**config.mk**
```make
export PLATFORM = sky130hd
export DESIGN_NAME = gen_pipe_ff
export DESIGN_NICKNAME = d
export VERILOG_FILES = /design/src/rtl/gen_pipe_ff.sv
export SDC_FILE = /design/constraint.sdc
export NUM_CORES = 1
export LEC_CHECK = 0
export CAP_MARGIN = 10
export CORE_MARGIN = 3
export CORE_UTILIZATION = 47
export DETAILED_ROUTE_END_ITERATION = 10
export GPL_TIMING_DRIVEN = 0
export PLACE_DENSITY_LB_ADDON = 0.15
export SLEW_MARGIN = 20
export SYNTH_ARGS = -nofsm -noshare
export SYNTH_HDL_FRONTEND = slang
export SYNTH_SLANG_ARGS = --single-unit
```
**constraint.sdc**
```tcl
create_clock -name clk -period 1.7 [get_ports clk]
set_input_delay 0.17 -clock clk [delete_from_list [all_inputs] [get_ports clk]]
set_output_delay 0.17 -clock clk [all_outputs]
set_load 0.02 [all_outputs]
```
**src/rtl/gen_pipe_ff.sv**
```systemverilog
`default_nettype none
// ============================================================================
// Module   : gen_pipe_ff
// Brief    : Elastic valid/ready register chain with bubble collapse, flush
//            to a default value, global hold and registered occupancy count.
// Revision : 1.0 - initial release
// ============================================================================
module gen_pipe_ff #(
    parameter int WIDTH = 32,
    parameter int DEPTH = 2
) (
    input  logic                       clk,
    input  logic                       rst,
    input  logic                       flush,
    input  logic                       hold,
    input  logic [WIDTH-1:0]           default_val_in,
    input  logic                       in_valid,
    output logic                       in_ready,
    input  logic [WIDTH-1:0]           in_data,
    output logic                       out_valid,
    input  logic                       out_ready,
    output logic [WIDTH-1:0]           out_data,
    output logic [$clog2(DEPTH+1)-1:0] occupancy
);

    localparam int OCC_W = $clog2(DEPTH+1);
    localparam logic [OCC_W-1:0] c_occ_one = OCC_W'(1);

    logic [DEPTH-1:0] w_valid;
    logic [WIDTH-1:0] w_data [DEPTH];
    logic [DEPTH:0]   w_adv;
    logic             w_move;
    logic             w_in_xfer;
    logic             w_out_xfer;
    logic [OCC_W-1:0] r_occ;

    assign w_move = ~hold & ~flush;

    // A stage may advance when it is empty or everything after it drains.
    always_comb begin
        w_adv        = '0;
        w_adv[DEPTH] = out_ready;
        for (int i = DEPTH - 1; i >= 0; i--) begin
            w_adv[i] = ~w_valid[i] | w_adv[i+1];
        end
    end

    assign in_ready   = w_adv[0] & w_move;
    assign w_in_xfer  = in_valid & in_ready;
    assign w_out_xfer = w_valid[DEPTH-1] & out_ready & w_move;

    for (genvar i = 0; i < DEPTH; i++) begin : g_stage
        logic [WIDTH-1:0] w_nxt_data;
        logic             w_nxt_valid;
        logic [WIDTH-1:0] r_data;
        logic             r_valid;

        if (i == 0) begin : g_head
            assign w_nxt_data  = in_data;
            assign w_nxt_valid = in_valid;
        end else begin : g_body
            assign w_nxt_data  = w_data[i-1];
            assign w_nxt_valid = w_valid[i-1];
        end

        always_ff @(posedge clk or negedge rst) begin
            if (!rst) begin
                r_data  <= '0;
                r_valid <= 1'b0;
            end else if (flush) begin
                r_data  <= default_val_in;
                r_valid <= 1'b0;
            end else if (!hold && w_adv[i]) begin
                r_data  <= w_nxt_data;
                r_valid <= w_nxt_valid;
            end
        end

        assign w_data[i]  = r_data;
        assign w_valid[i] = r_valid;
    end

    // Bubble collapse moves items without changing the count.
    always_ff @(posedge clk or negedge rst) begin
        if (!rst) begin
            r_occ <= '0;
        end else if (flush) begin
            r_occ <= '0;
        end else if (w_in_xfer && !w_out_xfer) begin
            r_occ <= r_occ + c_occ_one;
        end else if (!w_in_xfer && w_out_xfer) begin
            r_occ <= r_occ - c_occ_one;
        end
    end

    assign out_valid = w_valid[DEPTH-1] & ~hold;
    assign out_data  = w_data[DEPTH-1];
    assign occupancy = r_occ;

endmodule
`default_nettype wire

```
==> summary.md, run 1 <==
| Metric | Value |
|---|---|
| Critical Path End Type | register |
| Worst Tran Pin Value | 584 ps |
| Syn nets | 353 |
| Arr. time, crit path | 1990 ps |
| Number of synthesized flops with an enable pin | 0 |
| Die W | 91.3 um |
| Delay-heaviest family, CP | buffers and inverters |
| Req. time, crit path | 1920 ps |
| Register area | 1700 um^2 |
| Hold Fails Final Rpt | 0 |
| Starting Density | 49.3% |
| Buffers and inverters on the worst path | 3 |
| Nets | 485 |
| Start of the worst register-to-register path | g_stage[1].r_valid |
| Sink Count | 68 |
| Iteration-0 DRC Markers | 178 |
| Slowest CP cell | dfrtp_1 |
| Grt met3 use | 4.72% |
| Ys Warns | 0 |
| Initial antenna violation count | 0 |
| Filler cells | 493 |
| Final ANT Viol Nets | 0 |
| Mapped Area | 3420 um^2 |
| CTS tree | yes |
| Max Slew Vio Count | 0 |
| Die height | 91.3 um |
| Reg-to-reg endpoint | g_stage[0].r_data[3] |
| Critical Path Source Type | register |
| MaxCap Viol Count | 0 |
| WS Path Type | reg2reg |
| Total power | 4180 uW |
| Most instantiated cells after synthesis | dfrtp_1 (68), mux2_2 (33), a21o_1 (32), nor4b_1 (32) |
| Max stage delay on crit path | 420 ps |
| Multi-input gate area | 1580 um^2 |
| Critical path cell sequence | and3b_1 > buf_6 > or2_1 > buf_6 > clkbuf_16 > a311o_1 |
| Worst r2r path cells | 6 |
| Synth top area share | 49.7% |
| Crit path max fanout | 8 |
| Port Buffer Count | 104 |
| H-tree depth | 3 |
| GPL Wtd Cong | 0.838 |
| Synth area leader | dfrtp_1 |
| Top cells by area, synth | dfrtp_1 (50%), mux2_2 (11%), nor4b_1 (8.2%) |
| GR met1 Demand/Resource | 31.8% |
| Critical path origin | g_stage[1].r_valid |
| Final period util | 104% |
| Dpl ws | -670 ps |
| Final WS setup | -74.0 ps |
| Busiest layer in global routing | met2 |
| Residual DRC | 0 |
| Root Driver | clkbuf_8 |
| # IOs | 106 |
| Top-count cell post-synth | dfrtp_1 |
| Synth Flop Type | dfrtp_1 |
| Placement Cell Area | 4600 um^2 |
| Slew headroom | 61.0% |
| Hpwl dp | 6570 um |
| Placed cell count | 484 |
| Sequential-to-total area share from yosys stat | 49.7% |
| Avg Cell Area, Syn | 12.1 um^2 |
| CP dominant cell by count | buf_6 |
| Final wirelength | 9830 um |
| Inserted Clock Buffers | 9 |
| R2R setup slack | -70 ps |
| Final setup violation count | 51 |
| Max Buffers Root-to-Sink | 2 |
| RSZ-0062 raised after global routing | true |
| Largest net degree at the start of global routing | 37 |
| Core Region | 6940 um^2 |
| Area added between synthesis and finish | 46.8% |
| Ys async rst share | 100% |
| Post-route cell area | 5020 um^2 |
| Clock transition at path regs | 70 ps |
| Full die area | 8340 um^2 |
| Maximum VDD drop | 676 uV |
| Global-route met2 utilization | 38.9% |
| GRT Overall Usage | 23.9% |
| Post-DR vias/cell | 5.70 |
| Power Dens Cells | 831 nW/um^2 |
| Share of post-route cells with drive strength above 1 | 20.6% |
| Hold Crit Class | in2async |
| Finished Layout Cells | 514 |
| Status | finished with violations |
| # rows | 30 |
| Clk_skew | 11.6 ps |
| Setup_tns | -1300 ps |
| Clk_lat worst skew | 340 ps |
| First-pass GRT wire length | 15700 um |
| Fin crit period | 1770 ps |
| F_max | 564 MHz |
| DR vias | 2931 |
| Failing checks | setup timing |
| # diodes | 0 |
| Register bit total from synthesis | 68 |
| Vias in the first global route | 3112 |
| Avg WL per Cell | 19.1 um |
| Grt total ovfl | 0 |
| Cells after synthesis | 283 |
| 1st-pass router iterations | 4 |
| Yosys cell types | 29 |
| Pleak | 0.00223 uW |
[per-layer routing]
layer | vias up | wire length [um]
met5 | - | 0
met1 | 1463 | 4260
met3 | 14 | 593
met2 | 112 | 4820
met4 | 0 | 154
li1 | 1342 | -
[stage by stage]
step	hold WS, ps	util (%)
2_1_floorplan	-126	-
3_3_place_gp	489	66.0
3_5_place_dp	148	66.3
4_1_cts	332	70.1
5_1_grt	355	72.4
6_report	318	72.4
[power by group]
part           internal (uW)  switching [uW]
registers               1790            94.6
clock network            629             599
logic                    604             459
total                   3030            1150
[layout make-up]
type                            count  area share, %
Buffer                             29           4.08
Clock buffer                       12           3.29
Clock inverter                      2          0.199
Inverter                            3          0.224
Multi-Input combinational cell    183           31.4
Sequential cell                    68           33.9
Tap cell                           96           2.39
Timing Repair Buffer              121           24.6
[worst register-to-register path: cells and delay by family, from the launching register on]
kind | cells | cell delay (ps)
AND/OR/NAND/NOR | 2 | 440
flip-flops | 1 | 420
AO/OA/AOI/OAI | 1 | 330
buffers and inverters | 3 | 460
[registers in the layout, indices dropped and copies added (netlist names)]
register         cells
occupancy            2
g_stage.r_data      32
g_stage.r_valid      2
out_data            32
[how the worst max path moves through the flow]
stage	end	slack, ps	cells past startpoint
after global routing	out_data[17]	-100	4
after floorplan	g_stage[0].r_valid	60	5
final	g_stage[0].r_data[3]	-70	6
after detailed placement	in_ready	-670	6
after global placement	out_data[11]	-1900	1
after CTS	out_data[3]	-40	4
[cells in the final DEF (no fill, tap or decap), types with 2 or more instances in the layout]
cell and count:
a311o_1 26, a221o_1 6, o21ai_0 2, nand2b_1 2, clkbuf_4 3, clkbuf_16 4
a21o_1 32, buf_8 3, clkdlybuf4s50_1 101, nor2b_1 8, a21oi_1 3, clkinv_2 2
clkbuf_2 4, nor4b_1 31, buf_6 3, and3b_1 2, mux2_2 33, buf_2 2
dfrtp_1 68, clkbuf_8 12, clkbuf_1 12, buf_4 15, and2_1 26, inv_1 2
[kinds of logic (layout without fill, tap and decap cells)]
family,after synthesis,in the layout,share of synthesized area (%)
compound gates,72,72,17.7
buf+inv,32,167,4.79
flops,68,68,49.7
mux,33,33,10.9
simple gates,78,78,16.9
[repair_timing]
item	CTS	global route
gates resized for setup	21	12
hold endpoints to repair	32	0
setup buffers	5	7
setup endpoints to repair	56	59
gates cloned	0	3
hold buffers	1	0
pin swaps	4	24
(Power assumes the default switching activity.)
==> run 2, diff against run 1 <==
- SKIP_LAST_GASP: default -> 1
==> summary.md, run 2 (synthesis results as in run 1) <==
| Metric | Value |
|---|---|
| Status | finished with violations (unchanged) |
| Failing checks | setup timing (unchanged) |
| Worst r2r path cells | 4 (was 6) |
| Fin crit period | 1710 ps (was 1770 ps) |
| Slew headroom | 61.9% (was 61.0%) |
| Critical Path End Type | register (unchanged) |
| Grt total ovfl | 0 (unchanged) |
| Start of the worst register-to-register path | g_stage[1].r_valid (unchanged) |
| Pleak | 0.00216 uW (was 0.00223 uW) |
| Die W | 91.3 um (unchanged) |
| Crit path max fanout | 10 (was 8) |
| Final setup violation count | 4 (was 51) |
| Root Driver | clkbuf_8 (unchanged) |
| Switching Fraction | 27.6% (about the same) |
| Hpwl dp | 6570 um (unchanged) |
| Commonest non-fill, non-tap cell in the layout | clkdlybuf4s50_1 (unchanged) |
| Max Slew Vio Count | 0 (unchanged) |
| Inserted Clock Buffers | 9 (unchanged) |
| RSZ-0062 raised after global routing | true (unchanged) |
| H-tree depth | 3 (unchanged) |
| Hold WS | 317 ps (was 318 ps) |
| Critical Path Source Type | register (unchanged) |
| Req. time, crit path | 1920 ps (about the same) |
| Clk_skew | 11.8 ps (was 11.6 ps) |
| R2R setup slack | -7 ps (was -70 ps) |
| Internal Power | 3010 uW (was 3030 uW) |
| Largest net degree at the start of global routing | 37 (unchanged) |
| Most frequent cells in the layout | clkdlybuf4s50_1 (101), dfrtp_1 (68), mux2_2 (33), a21o_1 (32), nor4b_1 (32) (was clkdlybuf4s50_1 (101), dfrtp_1 (68), mux2_2 (33), a21o_1 (32), nor4b_1 (31)) |
| DR vias | 2855 (was 2931) |
| Post-DR vias/cell | 5.64 (was 5.70) |
| Filler cells | 520 (was 493) |
| Vias in the first global route | 3109 (was 3112) |
| Share of post-route cells with drive strength above 1 | 19.0% (was 20.6%) |
| GPL Wtd Cong | 0.838 (unchanged) |
| Hold Fails Final Rpt | 0 (unchanged) |
| CTS tree | yes (unchanged) |
| Final wirelength | 9450 um (was 9830 um) |
| Clock transition at path regs | 80 ps (was 70 ps) |
| P_sw | 1150 uW (about the same) |
| Port Buffer Count | 104 (unchanged) |
| Multi-input gate area | 1570 um^2 (was 1580 um^2) |
| Maximum VDD drop | 677 uV (was 676 uV) |
| Residual DRC | 0 (unchanged) |
| 1st-pass router iterations | 4 (unchanged) |
| Reg-to-reg endpoint | out_data[3] (was g_stage[0].r_data[3]) |
| Reg power frac | 45.4% (was 45.2%) |
| Avg WL per Cell | 18.7 um (was 19.1 um) |
| Core Region | 6940 um^2 (unchanged) |
| Iteration-0 DRC Markers | 177 (was 178) |
| Area added between synthesis and finish | 43.3% (was 46.8%) |
| Power share of the combinational group | 25.0% (was 25.4%) |
| Die height | 91.3 um (unchanged) |
| First-pass GRT wire length | 15600 um (was 15700 um) |
| Full die area | 8340 um^2 (unchanged) |
| # diodes | 0 (unchanged) |
| Sink Count | 68 (unchanged) |
| Dpl ws | -670 ps (unchanged) |
| Final ANT Viol Nets | 0 (unchanged) |
| Clk_lat worst skew | 340 ps (about the same) |
| Clock power frac | 29.5% (was 29.4%) |
| Worst Tran Pin Value | 571 ps (was 584 ps) |
| # rows | 30 (unchanged) |
| Starting Density | 49.3% (unchanged) |
| Hold Crit Class | in2async (unchanged) |
| Power Dens Cells | 848 nW/um^2 (was 831 nW/um^2) |
| Max Buffers Root-to-Sink | 2 (unchanged) |
| Register area | 1700 um^2 (unchanged) |
| Arr. time, crit path | 1930 ps (was 1990 ps) |
| Initial antenna violation count | 0 (unchanged) |
| Final period util | 100% (was 104%) |
| GRT Overall Usage | 23.7% (was 23.9%) |
| MaxCap Viol Count | 0 (unchanged) |
| Final WS setup | -7.31 ps (was -74.0 ps) |
| F_max | 586 MHz (was 564 MHz) |
| Nets | 477 (was 485) |
| # IOs | 106 (unchanged) |
| WS Path Type | reg2reg (unchanged) |
[run 2: critical path, cell delays in order (launching register included)]
cell,delay (ps)
dfrtp_1,420
and2b_1,190
o21ai_2,300
clkbuf_4,320
mux2_2,360
[run 2: through the flow]
stage | std cells | power (uW) | util [%] | TNS, ps | instance area (um^2)
finish | 506 | 4160 | 70.6 | -15.8 | 4900
floorplan | 283 | 2410 | - | 0 | 3420
detailed placement | 484 | 2930 | 66.3 | -28470 | 4600
CTS | 504 | 4160 | 70.0 | -459 | 4860
global route | 506 | 4330 | 70.6 | -747 | 4900
global placement | 483 | 2900 | 66.0 | -154930 | 4580
[run 2: timing repair]
item,4_1_cts,5_1_grt
endpoints found under the hold margin,32,0
setup buffers,5,2
pin swaps,4,15
cloned,0,1
hold buffers,1,0
endpoints found under the setup margin,56,56
gates resized for setup,20,10
[run 2: power by group through the flow]
stage	combinational, uW	sequential, uW	clock (uW)
3_3_place_gp	989	1910	0
3_5_place_dp	1010	1920	0
2_1_floorplan	387	2030	0
4_1_cts	1040	1890	1230
5_1_grt	1110	1910	1310
6_report	1040	1890	1230
[run 2: metal layers]
metal  GRT usage, %  share of wire (%)  up-vias
met1           31.9                 44     1422
li1               -                  -     1323
met2           38.1                 48       95
met5              0                  0        -
met4           8.54                1.6        0
met3           4.72                5.5       15
[run 2: worst max-delay path by stage]
stage	startpoint	slack (ps)	cells past startpoint	endpoint
3_3_place_gp	rst	-1900	1	out_data[11]
2_1_floorplan	g_stage[1].r_valid	60	5	g_stage[0].r_valid
4_1_cts	g_stage[1].r_valid	-40	4	out_data[3]
6_report	g_stage[1].r_valid	-7	4	out_data[3]
3_5_place_dp	out_ready	-670	6	in_ready
5_1_grt	hold	-50	5	out_valid
[run 2: layout make-up]
type	instances	area share, %
Buffer	28	3.57
Clock buffer	12	3.37
Clock inverter	2	0.204
Inverter	3	0.230
Multi-Input combinational cell	183	32.1
Sequential cell	68	34.7
Tap cell	96	2.45
Timing Repair Buffer	114	23.4
==> run 3, diff against run 2 <==
- SETUP_SLACK_MARGIN: default -> 0.4
==> summary.md, run 3 (synthesis results as in run 1) <==
| Metric | Value |
|---|---|
| Status | finished with violations (unchanged) |
| Failing checks | setup timing (unchanged) |
| Power share of the combinational group | 25.4% (was 25.0%) |
| Fin crit period | 1710 ps (about the same) |
| Final WS setup | -5.25 ps (was -7.31 ps) |
| Final wirelength | 10500 um (was 9450 um) |
| R2R setup slack | -5 ps (was -7 ps) |
| Reg power frac | 42.1% (was 45.4%) |
| # IOs | 106 (unchanged) |
| Grt met3 use | 5.14% (was 4.72%) |
| Full die area | 8340 um^2 (unchanged) |
| H-tree depth | 3 (unchanged) |
| Internal Power | 3300 uW (was 3010 uW) |
| Root Driver | clkbuf_8 (unchanged) |
| Placed cell count | 484 (unchanged) |
| Finished Layout Cells | 524 (was 506) |
| Iteration-0 DRC Markers | 131 (was 177) |
| Hold Fails Final Rpt | 0 (unchanged) |
| Post-DR vias/cell | 5.80 (was 5.64) |
| GRT Overall Usage | 24.9% (was 23.7%) |
| Critical Path Source Type | register (unchanged) |
| Pleak | 0.00256 uW (was 0.00216 uW) |
| GR met1 Demand/Resource | 32.5% (was 31.9%) |
| Largest net degree at the start of global routing | 38 (was 37) |
| # rows | 30 (unchanged) |
| Critical Path End Type | register (unchanged) |
| Vias in the first global route | 3139 (was 3109) |
| Clock transition at path regs | 70 ps (was 80 ps) |
| Die height | 91.3 um (unchanged) |
| Placement Cell Area | 4750 um^2 (was 4600 um^2) |
| Total power | 4500 uW (was 4160 uW) |
| Clk_lat worst skew | 340 ps (about the same) |
| 1st-pass router iterations | 5 (was 4) |
| First-pass GRT wire length | 16300 um (was 15600 um) |
| RSZ-0062 raised after global routing | true (unchanged) |
| Sink Count | 68 (unchanged) |
| Crit path max fanout | 8 (was 10) |
| Max Buffers Root-to-Sink | 2 (unchanged) |
| Commonest non-fill, non-tap cell in the layout | dfrtp_1 (was clkdlybuf4s50_1) |
| Port Buffer Count | 104 (unchanged) |
| Setup_tns | -9.41 ps (was -15.8 ps) |
| Residual DRC | 0 (unchanged) |
| Post-route cell area | 5410 um^2 (was 4900 um^2) |
| Nets | 493 (was 477) |
| F_max | 586 MHz (about the same) |
| Grt total ovfl | 0 (unchanged) |
| Final ANT Viol Nets | 0 (unchanged) |
| Global-route met2 utilization | 40.3% (was 38.1%) |
| Start of the worst register-to-register path | g_stage[0].r_valid (was g_stage[1].r_valid) |
| CTS tree | yes (unchanged) |
| Clk_skew | 13.2 ps (was 11.8 ps) |
| Most frequent cells in the layout | dfrtp_1 (68), clkdlybuf4s50_1 (65), dlygate4sd2_1 (34), a21o_1 (32), mux2_4 (29) (was clkdlybuf4s50_1 (101), dfrtp_1 (68), mux2_2 (33), a21o_1 (32), nor4b_1 (32)) |
| Worst r2r path cells | 6 (was 4) |
| Busiest layer in global routing | met2 (unchanged) |
| Reg-to-reg endpoint | g_stage[0].r_data[16] (was out_data[3]) |
| Die W | 91.3 um (unchanged) |
| WS Path Type | reg2reg (unchanged) |
| Slew headroom | 55.0% (was 61.9%) |
| Layout Utilization | 77.9% (was 70.6%) |
| Clock power frac | 32.5% (was 29.5%) |
| DR vias | 3040 (was 2855) |
| Max Slew Vio Count | 0 (unchanged) |
| GPL Wtd Cong | 0.788 (was 0.838) |
| Hold Crit Class | in2async (unchanged) |
| Starting Density | 49.3% (unchanged) |
| Initial antenna violation count | 0 (unchanged) |
| Hpwl dp | 6560 um (was 6570 um) |
| P_sw | 1200 uW (was 1150 uW) |
| Final period util | 100% (about the same) |
| Core Region | 6940 um^2 (unchanged) |
| Power Dens Cells | 832 nW/um^2 (was 848 nW/um^2) |
| Req. time, crit path | 1920 ps (about the same) |
| Final setup violation count | 4 (unchanged) |
| Switching Fraction | 26.6% (was 27.6%) |
| Arr. time, crit path | 1930 ps (about the same) |
| Share of post-route cells with drive strength above 1 | 24.8% (was 19.0%) |
| Maximum VDD drop | 508 uV (was 677 uV) |
| Inserted Clock Buffers | 9 (unchanged) |
| MaxCap Viol Count | 0 (unchanged) |
| Avg WL per Cell | 20.1 um (was 18.7 um) |
| # diodes | 0 (unchanged) |
| Worst Tran Pin Value | 675 ps (was 571 ps) |
| Area added between synthesis and finish | 58.0% (was 43.3%) |
run 3: power groups by stage:
stage,registers [uW],clock network (uW),logic (uW)
2_1_floorplan,2030,0,460
3_3_place_gp,1910,0,1060
3_5_place_dp,1920,0,1090
4_1_cts,1890,1490,1120
5_1_grt,1910,1550,1210
6_report,1890,1460,1140
run 3: layout make-up:
class	count	area, um^2
clock buffer	12	145
timing repair buffer	129	1340
sequential	68	1700
clock inverter	4	72.6
multi-input combinational	183	1770
fill	455	1540
tap	96	120
inverter	3	11.3
buffer	29	250
run 3: worst max-delay path by stage:
stage                                  start                    end  slack [ps]  depth (start not counted)
after global placement                   rst           out_data[17]       -1930                          1
after global routing      g_stage[1].r_valid   g_stage[0].r_data[6]         -80                          7
after CTS                 g_stage[1].r_valid               in_ready          20                          5
after floorplan           g_stage[0].r_valid  g_stage[0].r_data[22]         130                          6
final                     g_stage[0].r_valid  g_stage[0].r_data[16]          -5                          6
after detailed placement                hold              out_valid        -760                          5
run 3: metal layers:
layer / vias up / wire [um]
li1: 1361 / -
met1: 1532 / 4420
met2: 123 / 5260
met3: 24 / 605
met4: 0 / 237
met5: - / 0
run 3: metrics by stage:
step                hold WS (ps)  worst slack (ps)
floorplan                   -126               134
global placement             492             -1930
detailed placement           140              -763
CTS                          315              22.4
global route                 343             -83.6
finish                       312             -5.25
run 3: worst max-delay path, stage by stage (launching register included):
cell,delay [ps]
dfrtp_1,390
and3b_1,200
buf_6,130
or2_1,240
buf_6,170
clkbuf_16,160
a311o_1,300
run 3: repair_timing:
item,4_1_cts,5_1_grt
pin swaps,4,3
endpoints found under the hold margin,31,0
setup buffers,15,2
hold buffers,1,0
gates resized for setup,79,18
endpoints found under the setup margin,104,70
cloned,5,1
